==> src/rtl/gen_bank_ctrl_pkg.sv <==
// Shared types and constants for the Game-of-Life double-buffered cell storage.
package gol_pkg;

  localparam int unsigned GOL_DEPTH  = 480000;
  localparam int unsigned GOL_CELL_W = 1;

  typedef enum logic [1:0] {IDLE, LOAD, EVOLVE, FLIP_WAIT} state_t;
  typedef logic [GOL_CELL_W-1:0] cell_t;
  typedef logic bank_t;

endpackage

==> src/rtl/gen_bank_ctrl_ld_prio_arbiter.sv <==
// Fixed-priority loader arbiter: lowest requesting index wins, grant is held
// until its requester drops ld_req (no preemption).
module ld_prio_arbiter #(
  parameter int N_SRC = 3
) (
  input  logic             clk_vga,
  input  logic             reset_btn,
  input  logic             enable,
  input  logic             allow_new,
  input  logic [N_SRC-1:0] req,
  output logic [N_SRC-1:0] gnt
);

  logic [N_SRC-1:0] gnt_q;
  logic [N_SRC-1:0] gnt_d;

  always_comb begin
    gnt_d = '0;
    if (enable) begin
      if (|(gnt_q & req)) begin
        gnt_d = gnt_q;
      end else if (allow_new) begin
        // Isolate the lowest set bit of req.
        gnt_d = req & (~req + N_SRC'(1));
      end
    end
  end

  always_ff @(posedge clk_vga or posedge reset_btn) begin
    if (reset_btn) begin
      gnt_q <= '0;
    end else begin
      gnt_q <= gnt_d;
    end
  end

  assign gnt = gnt_q;

endmodule

==> src/rtl/gen_bank_ctrl.sv <==
// Double-buffered cell storage controller: loader arbitration, evolver bank
// steering and generation flip. Define GEN_VSYNC_FLIP_EN to hold the flip until frame_start.
module gen_bank_ctrl
  import gol_pkg::*;
#(
  parameter int          ADDR_W = 20,
  parameter int unsigned DEPTH  = GOL_DEPTH,
  parameter int          CELL_W = GOL_CELL_W,
  parameter int          N_SRC  = 3
) (
  input  logic                    clk_vga,
  input  logic                    reset_btn,
  input  logic                    load_mode,
  input  logic                    run_en,
  input  logic [N_SRC-1:0]        ld_req,
  input  logic [N_SRC-1:0]        ld_we,
  input  logic [N_SRC*ADDR_W-1:0] ld_addr,
  input  logic [N_SRC*CELL_W-1:0] ld_wdata,
  output logic [N_SRC-1:0]        ld_gnt,
  output logic                    ld_rvalid,
  output logic [CELL_W-1:0]       ld_rdata,
  input  logic [ADDR_W-1:0]       evo_rd_addr,
  output logic [CELL_W-1:0]       evo_rd_data,
  input  logic                    evo_wr_en,
  input  logic [ADDR_W-1:0]       evo_wr_addr,
  input  logic [CELL_W-1:0]       evo_wr_data,
  input  logic                    gen_done,
  output logic                    gen_ready,
  input  logic                    frame_start,
  input  logic [ADDR_W-1:0]       disp_addr,
  output logic [CELL_W-1:0]       disp_data,
  output logic [2*ADDR_W-1:0]     b_addr,
  output logic [1:0]              b_we,
  output logic [2*CELL_W-1:0]     b_wdata,
  input  logic [2*CELL_W-1:0]     b_rdata,
  output logic [ADDR_W-1:0]       d_addr,
  input  logic [2*CELL_W-1:0]     d_rdata,
  output logic                    cur_bank,
  output logic [15:0]             gen_count
);

  state_t      state_q, state_d;
  bank_t       cur_bank_q, cur_bank_d;
  logic [15:0] gen_count_q, gen_count_d;
  logic        gen_ready_q, gen_ready_d;
  logic        ld_rvalid_q, ld_rvalid_d;
  bank_t       a_bank_q, a_bank_d;
  logic        a_oor_q, a_oor_d;
  bank_t       d_bank_q, d_bank_d;
  logic        d_oor_q, d_oor_d;

  logic [N_SRC-1:0]  gnt;
  logic [ADDR_W-1:0] sel_addr;
  logic              sel_we;
  logic [CELL_W-1:0] sel_wdata;
  logic [ADDR_W-1:0] rd_addr;
  logic [CELL_W-1:0] a_cell;

  function automatic logic in_range(input logic [ADDR_W-1:0] a);
    return 32'(a) < DEPTH;
  endfunction

  ld_prio_arbiter #(.N_SRC(N_SRC)) u_arb (
    .clk_vga   (clk_vga),
    .reset_btn (reset_btn),
    .enable    (state_q == LOAD),
    .allow_new (load_mode),
    .req       (ld_req),
    .gnt       (gnt)
  );

  always_comb begin
    sel_addr  = '0;
    sel_we    = 1'b0;
    sel_wdata = '0;
    for (int i = 0; i < N_SRC; i++) begin
      if (gnt[i]) begin
        sel_addr  = ld_addr[i*ADDR_W +: ADDR_W];
        sel_we    = ld_we[i];
        sel_wdata = ld_wdata[i*CELL_W +: CELL_W];
      end
    end
  end

  always_comb begin
    state_d     = state_q;
    cur_bank_d  = cur_bank_q;
    gen_count_d = gen_count_q;
    gen_ready_d = 1'b0;
    case (state_q)
      IDLE: begin
        if (load_mode) begin
          state_d = LOAD;
        end else if (run_en) begin
          state_d     = EVOLVE;
          gen_ready_d = 1'b1;
        end
      end
      LOAD: begin
        if (!load_mode && gnt == '0) state_d = IDLE;
      end
      EVOLVE: begin
        if (gen_done) begin
`ifdef GEN_VSYNC_FLIP_EN
          // A frame_start in this same cycle is deliberately not consumed.
          state_d = FLIP_WAIT;
`else
          state_d     = IDLE;
          cur_bank_d  = ~cur_bank_q;
          gen_count_d = gen_count_q + 16'd1;
`endif
        end
      end
      FLIP_WAIT: begin
`ifdef GEN_VSYNC_FLIP_EN
        if (frame_start) begin
          state_d     = IDLE;
          cur_bank_d  = ~cur_bank_q;
          gen_count_d = gen_count_q + 16'd1;
        end
`else
        state_d = IDLE;
`endif
      end
      default: state_d = IDLE;
    endcase
  end

`ifndef GEN_VSYNC_FLIP_EN
  logic unused_frame_start;
  assign unused_frame_start = frame_start;
`endif

  always_comb begin
    b_addr      = '0;
    b_we        = '0;
    b_wdata     = '0;
    rd_addr     = evo_rd_addr;
    ld_rvalid_d = 1'b0;
    case (state_q)
      LOAD: begin
        // Loader writes go to both banks so either can become current.
        b_addr  = {2{sel_addr}};
        b_wdata = {2{sel_wdata}};
        rd_addr = sel_addr;
        if (|gnt) begin
          if (sel_we) b_we = {2{in_range(sel_addr)}};
          else        ld_rvalid_d = 1'b1;
        end
      end
      EVOLVE, FLIP_WAIT: begin
        if (state_q == EVOLVE) begin
          if (cur_bank_q) begin
            b_addr  = {evo_rd_addr, evo_wr_addr};
            b_wdata = {CELL_W'(0), evo_wr_data};
            b_we    = {1'b0, evo_wr_en && in_range(evo_wr_addr)};
          end else begin
            b_addr  = {evo_wr_addr, evo_rd_addr};
            b_wdata = {evo_wr_data, CELL_W'(0)};
            b_we    = {evo_wr_en && in_range(evo_wr_addr), 1'b0};
          end
        end
      end
      default: ;
    endcase
  end

  // Read-data bank selects travel one cycle behind their addresses.
  assign a_bank_d = cur_bank_q;
  assign a_oor_d  = !in_range(rd_addr);
  assign d_bank_d = cur_bank_q;
  assign d_oor_d  = !in_range(disp_addr);

  always_ff @(posedge clk_vga or posedge reset_btn) begin
    if (reset_btn) begin
      state_q     <= IDLE;
      cur_bank_q  <= 1'b0;
      gen_count_q <= '0;
      gen_ready_q <= 1'b0;
      ld_rvalid_q <= 1'b0;
      a_bank_q    <= 1'b0;
      a_oor_q     <= 1'b0;
      d_bank_q    <= 1'b0;
      d_oor_q     <= 1'b0;
    end else begin
      state_q     <= state_d;
      cur_bank_q  <= cur_bank_d;
      gen_count_q <= gen_count_d;
      gen_ready_q <= gen_ready_d;
      ld_rvalid_q <= ld_rvalid_d;
      a_bank_q    <= a_bank_d;
      a_oor_q     <= a_oor_d;
      d_bank_q    <= d_bank_d;
      d_oor_q     <= d_oor_d;
    end
  end

  assign a_cell      = a_bank_q ? b_rdata[CELL_W +: CELL_W] : b_rdata[0 +: CELL_W];
  assign ld_rdata    = a_oor_q ? '0 : a_cell;
  assign evo_rd_data = a_oor_q ? '0 : a_cell;
  assign disp_data   = d_oor_q ? '0 :
                       (d_bank_q ? d_rdata[CELL_W +: CELL_W] : d_rdata[0 +: CELL_W]);
  assign d_addr      = disp_addr;
  assign ld_gnt      = gnt;
  assign ld_rvalid   = ld_rvalid_q;
  assign gen_ready   = gen_ready_q;
  assign cur_bank    = cur_bank_q;
  assign gen_count   = gen_count_q;

endmodule
==> config.mk <==
export PLATFORM = sky130hd
export DESIGN_NAME = gen_bank_ctrl
export DESIGN_NICKNAME = d
export VERILOG_FILES = /design/src/rtl/gen_bank_ctrl_pkg.sv /design/src/rtl/gen_bank_ctrl_ld_prio_arbiter.sv /design/src/rtl/gen_bank_ctrl.sv
export SDC_FILE = /design/constraint.sdc
export NUM_CORES = 1
export LEC_CHECK = 0
export CAP_MARGIN = 20
export CORE_ASPECT_RATIO = 0.5
export CORE_UTILIZATION = 36
export CTS_CLUSTER_DIAMETER = 60
export DETAILED_ROUTE_END_ITERATION = 12
export PLACE_DENSITY_LB_ADDON = 0.05
export SYNTH_ARGS = -nofsm -noshare
export SYNTH_HDL_FRONTEND = slang
export SYNTH_HIERARCHICAL = 1
export SYNTH_SLANG_ARGS = --single-unit
==> constraint.sdc <==
create_clock -name clk_vga -period 5 [get_ports clk_vga]
set_input_delay 1 -clock clk_vga [delete_from_list [all_inputs] [get_ports clk_vga]]
set_output_delay 1 -clock clk_vga [all_outputs]
set_load 0.05 [all_outputs]
=== After elaboration in Yosys (flattened, before gate mapping) ===
Index checks and enable logic that the tools add are counted.

* Register bits: 27

* $add $sub $neg: 2
* Magnitude comparators: 4
* Equality and inequality tests: 7
* Multiplexer cells: 39
* Bitwise gates (word level): 4
* Reduce and logical (&&, ||, !) cells: 12

{| class="wikitable"
|+ Operators by type and width
! cell !! count
|-
| less-than comparator 20 x 19 -> 1 bit (second input constant) || 4
|-
| 2-to-1 mux 20 bit || 4
|-
| 2-to-1 mux 40 bit || 2
|-
| one-hot mux 40 bit (2 select lines) || 1
|-
| 2-to-1 mux 2 bit || 10
|-
| adder 16 x 1 -> 16 bit (second input constant) || 1
|-
| 2-to-1 mux 1 bit || 16
|-
| 2-to-1 mux 3 bit || 3
|-
| one-hot mux 2 bit (2 select lines) || 2
|-
| one-hot mux 2 bit (4 select lines) || 1
|-
| bitwise AND 3 bit || 2
|-
| inequality test 2 bit (second input constant) || 3
|-
| OR reduction 3 bit || 2
|-
| equality test 2 bit (second input constant) || 2
|-
| adder 3 x 1 -> 3 bit (second input constant) || 1
|-
| zero test 1 bit || 3
|-
| zero test 3 bit || 1
|-
| inequality test 3 bit (second input constant) || 1
|-
| NOT 3 bit || 1
|-
| AND reduction 3 bit || 1
|-
| equality test 2 x 1 -> 1 bit (second input constant) || 1
|-
| logical AND 1 bit || 2
|-
| zero test 2 bit || 1
|-
| AND reduction 2 bit || 1
|-
| 2 further kinds || 2
|}

=== Depth between registers and ports, before layout ===
* Depth after elaboration: 7
* Gate-level depth with buffers: 7
* Gate-level depth less buffers: 6

=== Hierarchy ===
The synthesis kept the hierarchy.

{| class="wikitable"
|+ By module, submodules not included
! module !! instances !! cells an instance !! area each (um2) !! sequential area each (um2)
|-
| gen_bank_ctrl || 1 || 304 || 2616.3 || 600.6
|-
| ld_prio_arbiter || 1 || 15 || 150.1 || 75.1
|}

=== Worst setup path before layout ===
Ideal clock, no wire load.

* Path kind: input to output
* Start point: in ld_addr[39]
* End point: out b_we[0]
* Arrival time: 2800 ps
* Required time: 4000 ps
* Setup slack: 1200 ps
* Stages on the path: 4
* Buffers on the path: 0
* Path through: a221o_1 > o21ai_2 > nand4_1 > o31ai_1

* Word-level cells in the longest chain between the ends: 6

{| class="wikitable"
|+ Ends and longest elaborated chain
! item !! line !! RTL
|-
| start: declaration || gen_bank_ctrl.sv:17 || <nowiki>input logic [N_SRC*ADDR_W-1:0] ld_addr,</nowiki>
|-
| 2-to-1 mux 20 bit (2 in a row) || gen_bank_ctrl.sv:77 || <nowiki>if (gnt[i]) begin</nowiki>
|-
| less-than comparator 20 x 19 -> 1 bit || gen_bank_ctrl.sv:60 || <nowiki>return 32'(a) < DEPTH;</nowiki>
|-
| 2-to-1 mux 2 bit || gen_bank_ctrl.sv:147 || <nowiki>if (sel_we) b_we = {2{in_range(sel_addr)}};</nowiki>
|-
| 2-to-1 mux 2 bit || gen_bank_ctrl.sv:146 || <nowiki>if (|gnt) begin</nowiki>
|-
| one-hot mux 2 bit (2 select lines) || gen_bank_ctrl.sv:140 || <nowiki>case (state_q)</nowiki>
|-
| end: declaration || gen_bank_ctrl.sv:33 || <nowiki>output logic [1:0] b_we,</nowiki>
|}

No other way between the ends.

=== Worst setup path in the final report ===
* Start point: in evo_wr_addr[8]
* End point: out b_we[0]

* Word-level cells in the longest chain between the ends: 5

{| class="wikitable"
|+ Ends and longest elaborated chain
! item !! line !! RTL
|-
| start: declaration || gen_bank_ctrl.sv:25 || <nowiki>input logic [ADDR_W-1:0] evo_wr_addr,</nowiki>
|-
| less-than comparator 20 x 19 -> 1 bit || gen_bank_ctrl.sv:60 ||
|-
| logical AND 1 bit || gen_bank_ctrl.sv:156 || <nowiki>b_we = {1'b0, evo_wr_en && in_range(evo_wr_addr)};</nowiki>
|-
| 2-to-1 mux 2 bit || gen_bank_ctrl.sv:153 || <nowiki>if (cur_bank_q) begin</nowiki>
|-
| 2-to-1 mux 2 bit || gen_bank_ctrl.sv:152 || <nowiki>if (state_q == EVOLVE) begin</nowiki>
|-
| one-hot mux 2 bit (2 select lines) || gen_bank_ctrl.sv:140 ||
|}

No other way between the ends.

==> impl_results.md <==
* Slew headroom at 41.2%
* Pleak at between 1.5 and 2 nW
* Worst slew pin tran at roughly 880 ps
* Dominant cell type by area after synthesis: dfrtp_1
* Post-CTS Hold Buffers at 0
* Drt total wl at roughly 9.3 mm
* Yosys cell types at 54
* Fill count at 670
* Die Footprint at 8060 sq um
* Status: completed
* Share of total power in combinational logic at between 60 and 70%
* RSZ-0062 raised after global routing: false
* Post-synth EDFFs at 0
* Min cycle time layout at approximately 4300 ps
* Synth area leaders: dfrtp_1 (24%), mux2i_1 (16%), buf_4 (6.0%), a221o_1 (4.3%), o21ai_1 (4.3%)
* Clk sinks at 27
* Worst Setup Path Type: input port to primary output
* Die Ht at approximately 64 microns
* Hold Vio Cnt, Final at 0
* Total power per unit cell area at 260 nW/um^2
* Max_cap viols at 0
* Hold crit path type: flip-flop to flip-flop
* #FFs+latches synth at 27
* Internal power at approximately 0.7 mW
* FMAX at about 0.23 GHz
* Final nets at 640
* WL/cell at 15.6 microns
* Antenna diodes at 0
* Clk_lat worst skew at roughly 260 ps
* TritonCTS buffer count at 3
* Top_reg_cell synth: dfrtp_1
* CP max FO at 3
* Share of layout cells above drive strength 1 at under 10%
* CP endpoint: b_we[0]
* Critical Path Start Type: input port
* Worst path required time at around 4000 ps
* Sequential-to-total area share from yosys stat at between 20% and 30%
* Worst EP arrival at approximately 3300 ps
* DR vias/cell at ~5.3
* Skew final at between 2 and 3 ps
* Post-synth ARST share at 100%
* Final WS setup at approximately 660 ps
* Clk pwr share at between 10% and 20%
* Initial drt markers at roughly 140
* Port Buf Inserts at between 200 and 250
* Worst Setup End Kind: primary output
* I/O pins at 230
* Synthesized instance count at between 300 and 400
* Register area at 677 sq um
* Period utilisation layout at ~87%
* Final setup vio count at 0
* Fin Setup TNS at 0 ps
* Clock Root Buffer: clkbuf_16
* Post-synth top area share at around a quarter
* Reg2Reg Depth at 5
* Seq pwr share at between 20% and 30%
* Worst R2R End: a_oor_q$_DFF_PP0_
* Switching share of power at 44.1%
* Clk buf depth at 2
* Mean post-synth cell area at approximately 8.7 sq um
* Multi-input logic area at around 1800 sq um
* Detail Placement HPWL at 7.68 mm
* Reg clk slew, reported paths at roughly 60 ps
* Core area at 7380 sq um
* Switching power at about 0.55 mW
* Vias in the first global route at roughly 3.2k
* Die X at roughly 130 microns
* Worst slack at placement at 711 ps
* CTS resizes at 0
* GR Overflow Total at 0
* Flop-to-flop setup slack at between 2000 and 3000 ps
* Pin count of the biggest net entering global routing at 42
* Post-synthesis cell area at ~2800 sq um
* Final slew viol count at 0
* DRT Pass-1 Iters at 4
* Final ANT Viol Nets at 0
* GPL Wtd Cong at roughly 0.77
* Synth Warn # at 6
* Via count at approximately 3.1k
* Initial Util at a little under two fifths
* Core Rows at 22
* Initial antenna violation count at 0
* DRC viols at 0
* CTS tree: built
* Area growth syn-to-layout at 74.9%
* Post-CTS Setup Inserts at 0
* First-pass GRT wire length at approximately 15 mm
* Gr usage total at a little under a quarter
* Crit path launch: evo_wr_addr[8]
* IR drop worst, VDD at 0.165 mV
* R2R Path Start: state_q[1]$_DFFE_PP0P_
* CTS HTree Levels at 1
* Synth Net Count at ~460
[cells by family (layout without fill, tap and decap cells)]
family	after synthesis	count (layout)	synth area share, %
AO/OA/AOI/OAI	111	111	28.3
XOR/XNOR	16	16	5.07
adder cells (fa/ha/maj)	1	1	0.452
buffers and inverters	48	226	11.0
flip-flops	27	27	24.4
multiplexers	44	44	16.0
AND/OR/NAND/NOR	72	72	14.8
[state kept, by name (all words and copies together) (netlist names)]
register and cells:
state_q 2, ld_rvalid 1, gen_ready 1, cur_bank 1, gen_count 16, a_oor_q 1, d_bank_q 1, u_arb/gnt 3
d_oor_q 1
[metal layers]
| layer | part of all wire (%) | GRT usage [%] | up-vias |
|---|---|---|---|
| met3 | 6.2 | 5.11 | 16 |
| met5 | 0 | 0 | - |
| met1 | 40 | 24.9 | 1482 |
| met4 | 1.0 | 4.37 | 0 |
| li1 | - | - | 1561 |
| met2 | 53 | 45.4 | 86 |
[cell type report]
| class | count | area share [%] |
|---|---|---|
| clock buffer | 3 | 1.55 |
| clock inverter | 1 | 0.103 |
| inverter | 6 | 0.465 |
| multi-input combinational | 244 | 36.9 |
| sequential | 27 | 14.0 |
| tap | 96 | 2.48 |
| timing repair buffer | 216 | 44.5 |
[how the worst min path moves through the flow]
stage,to,cells past startpoint,startpoint
4_1_cts,gen_count[15]$_DFFE_PP0P_,1,gen_count[15]$_DFFE_PP0P_
6_report,gen_count[15]$_DFFE_PP0P_,1,gen_count[15]$_DFFE_PP0P_
3_3_place_gp,gen_count[15]$_DFFE_PP0P_,1,gen_count[15]$_DFFE_PP0P_
3_5_place_dp,gen_count[15]$_DFFE_PP0P_,1,gen_count[15]$_DFFE_PP0P_
5_1_grt,gen_count[7]$_DFFE_PP0P_,1,gen_count[7]$_DFFE_PP0P_
2_1_floorplan,state_q[0]$_DFFE_PP0P_,1,state_q[1]$_DFFE_PP0P_
[power groups by stage]
stage               combinational (mW)  sequential [mW]  clock [mW]
finish                           0.783            0.298       0.176
global route                     0.829            0.306       0.192
CTS                              0.788            0.298       0.182
detailed placement               0.786            0.302           0
global placement                 0.779            0.302           0
floorplan                        0.506            0.335           0
[cells in the mapped netlist, drive strengths merged (5+ instances only)]
master,number
o211ai,10
nand3,10
nor2,10
dfrtp,27
nand3b,8
inv,6
xnor2,12
nand4,7
a21oi,13
nand2,19
a221o,12
clkbuf,5
mux2i,43
o22ai,14
o21ai,35
buf,37
[cell usage in the layout, fill, tap and decap left out, types with 2 or more instances in the layout]
master	n
and3_1	2
clkdlybuf4s50_1	212
o21bai_1	2
xnor2_1	12
o21ai_1	24
a2bb2oi_1	3
inv_1	4
nor3_1	2
xor2_1	4
o22ai_1	14
nand4_1	7
o211ai_1	10
nand3b_1	8
nor2_1	10
nand2b_1	3
a21oi_1	9
a21oi_2	4
nand2_1	19
a21o_1	4
buf_4	4
a31oi_1	2
clkbuf_16	3
o21ai_0	9
a211o_1	3
dfrtp_1	26
nand3_1	10
o31ai_1	2
mux2i_1	43
o2bb2ai_1	3
inv_2	2
a22oi_1	2
o21ai_2	2
a221o_1	12
[per-stage QoR]
stage / cells / util (%) / total power [mW] / cell area [sq um] / hold WS [ps]
5_1_grt: 593 / 65.6 / 1.33 / 4840 / 507
3_3_place_gp: 589 / 64.5 / 1.08 / 4760 / 455
4_1_cts: 593 / 65.6 / 1.27 / 4840 / 492
6_report: 593 / 65.6 / 1.26 / 4840 / 477
2_1_floorplan: 319 / - / 0.841 / 2770 / 453
3_5_place_dp: 589 / 64.5 / 1.09 / 4760 / 479
[critical path, cell delays in order]
cell and delay [ps]:
clkdlybuf4s50_1 460, a211o_1 320, a21o_1 180, a21oi_1 240, o211ai_1 140, o31ai_1 110
clkdlybuf4s50_1 870
Note: power is estimated with default switching activity, not from simulation.
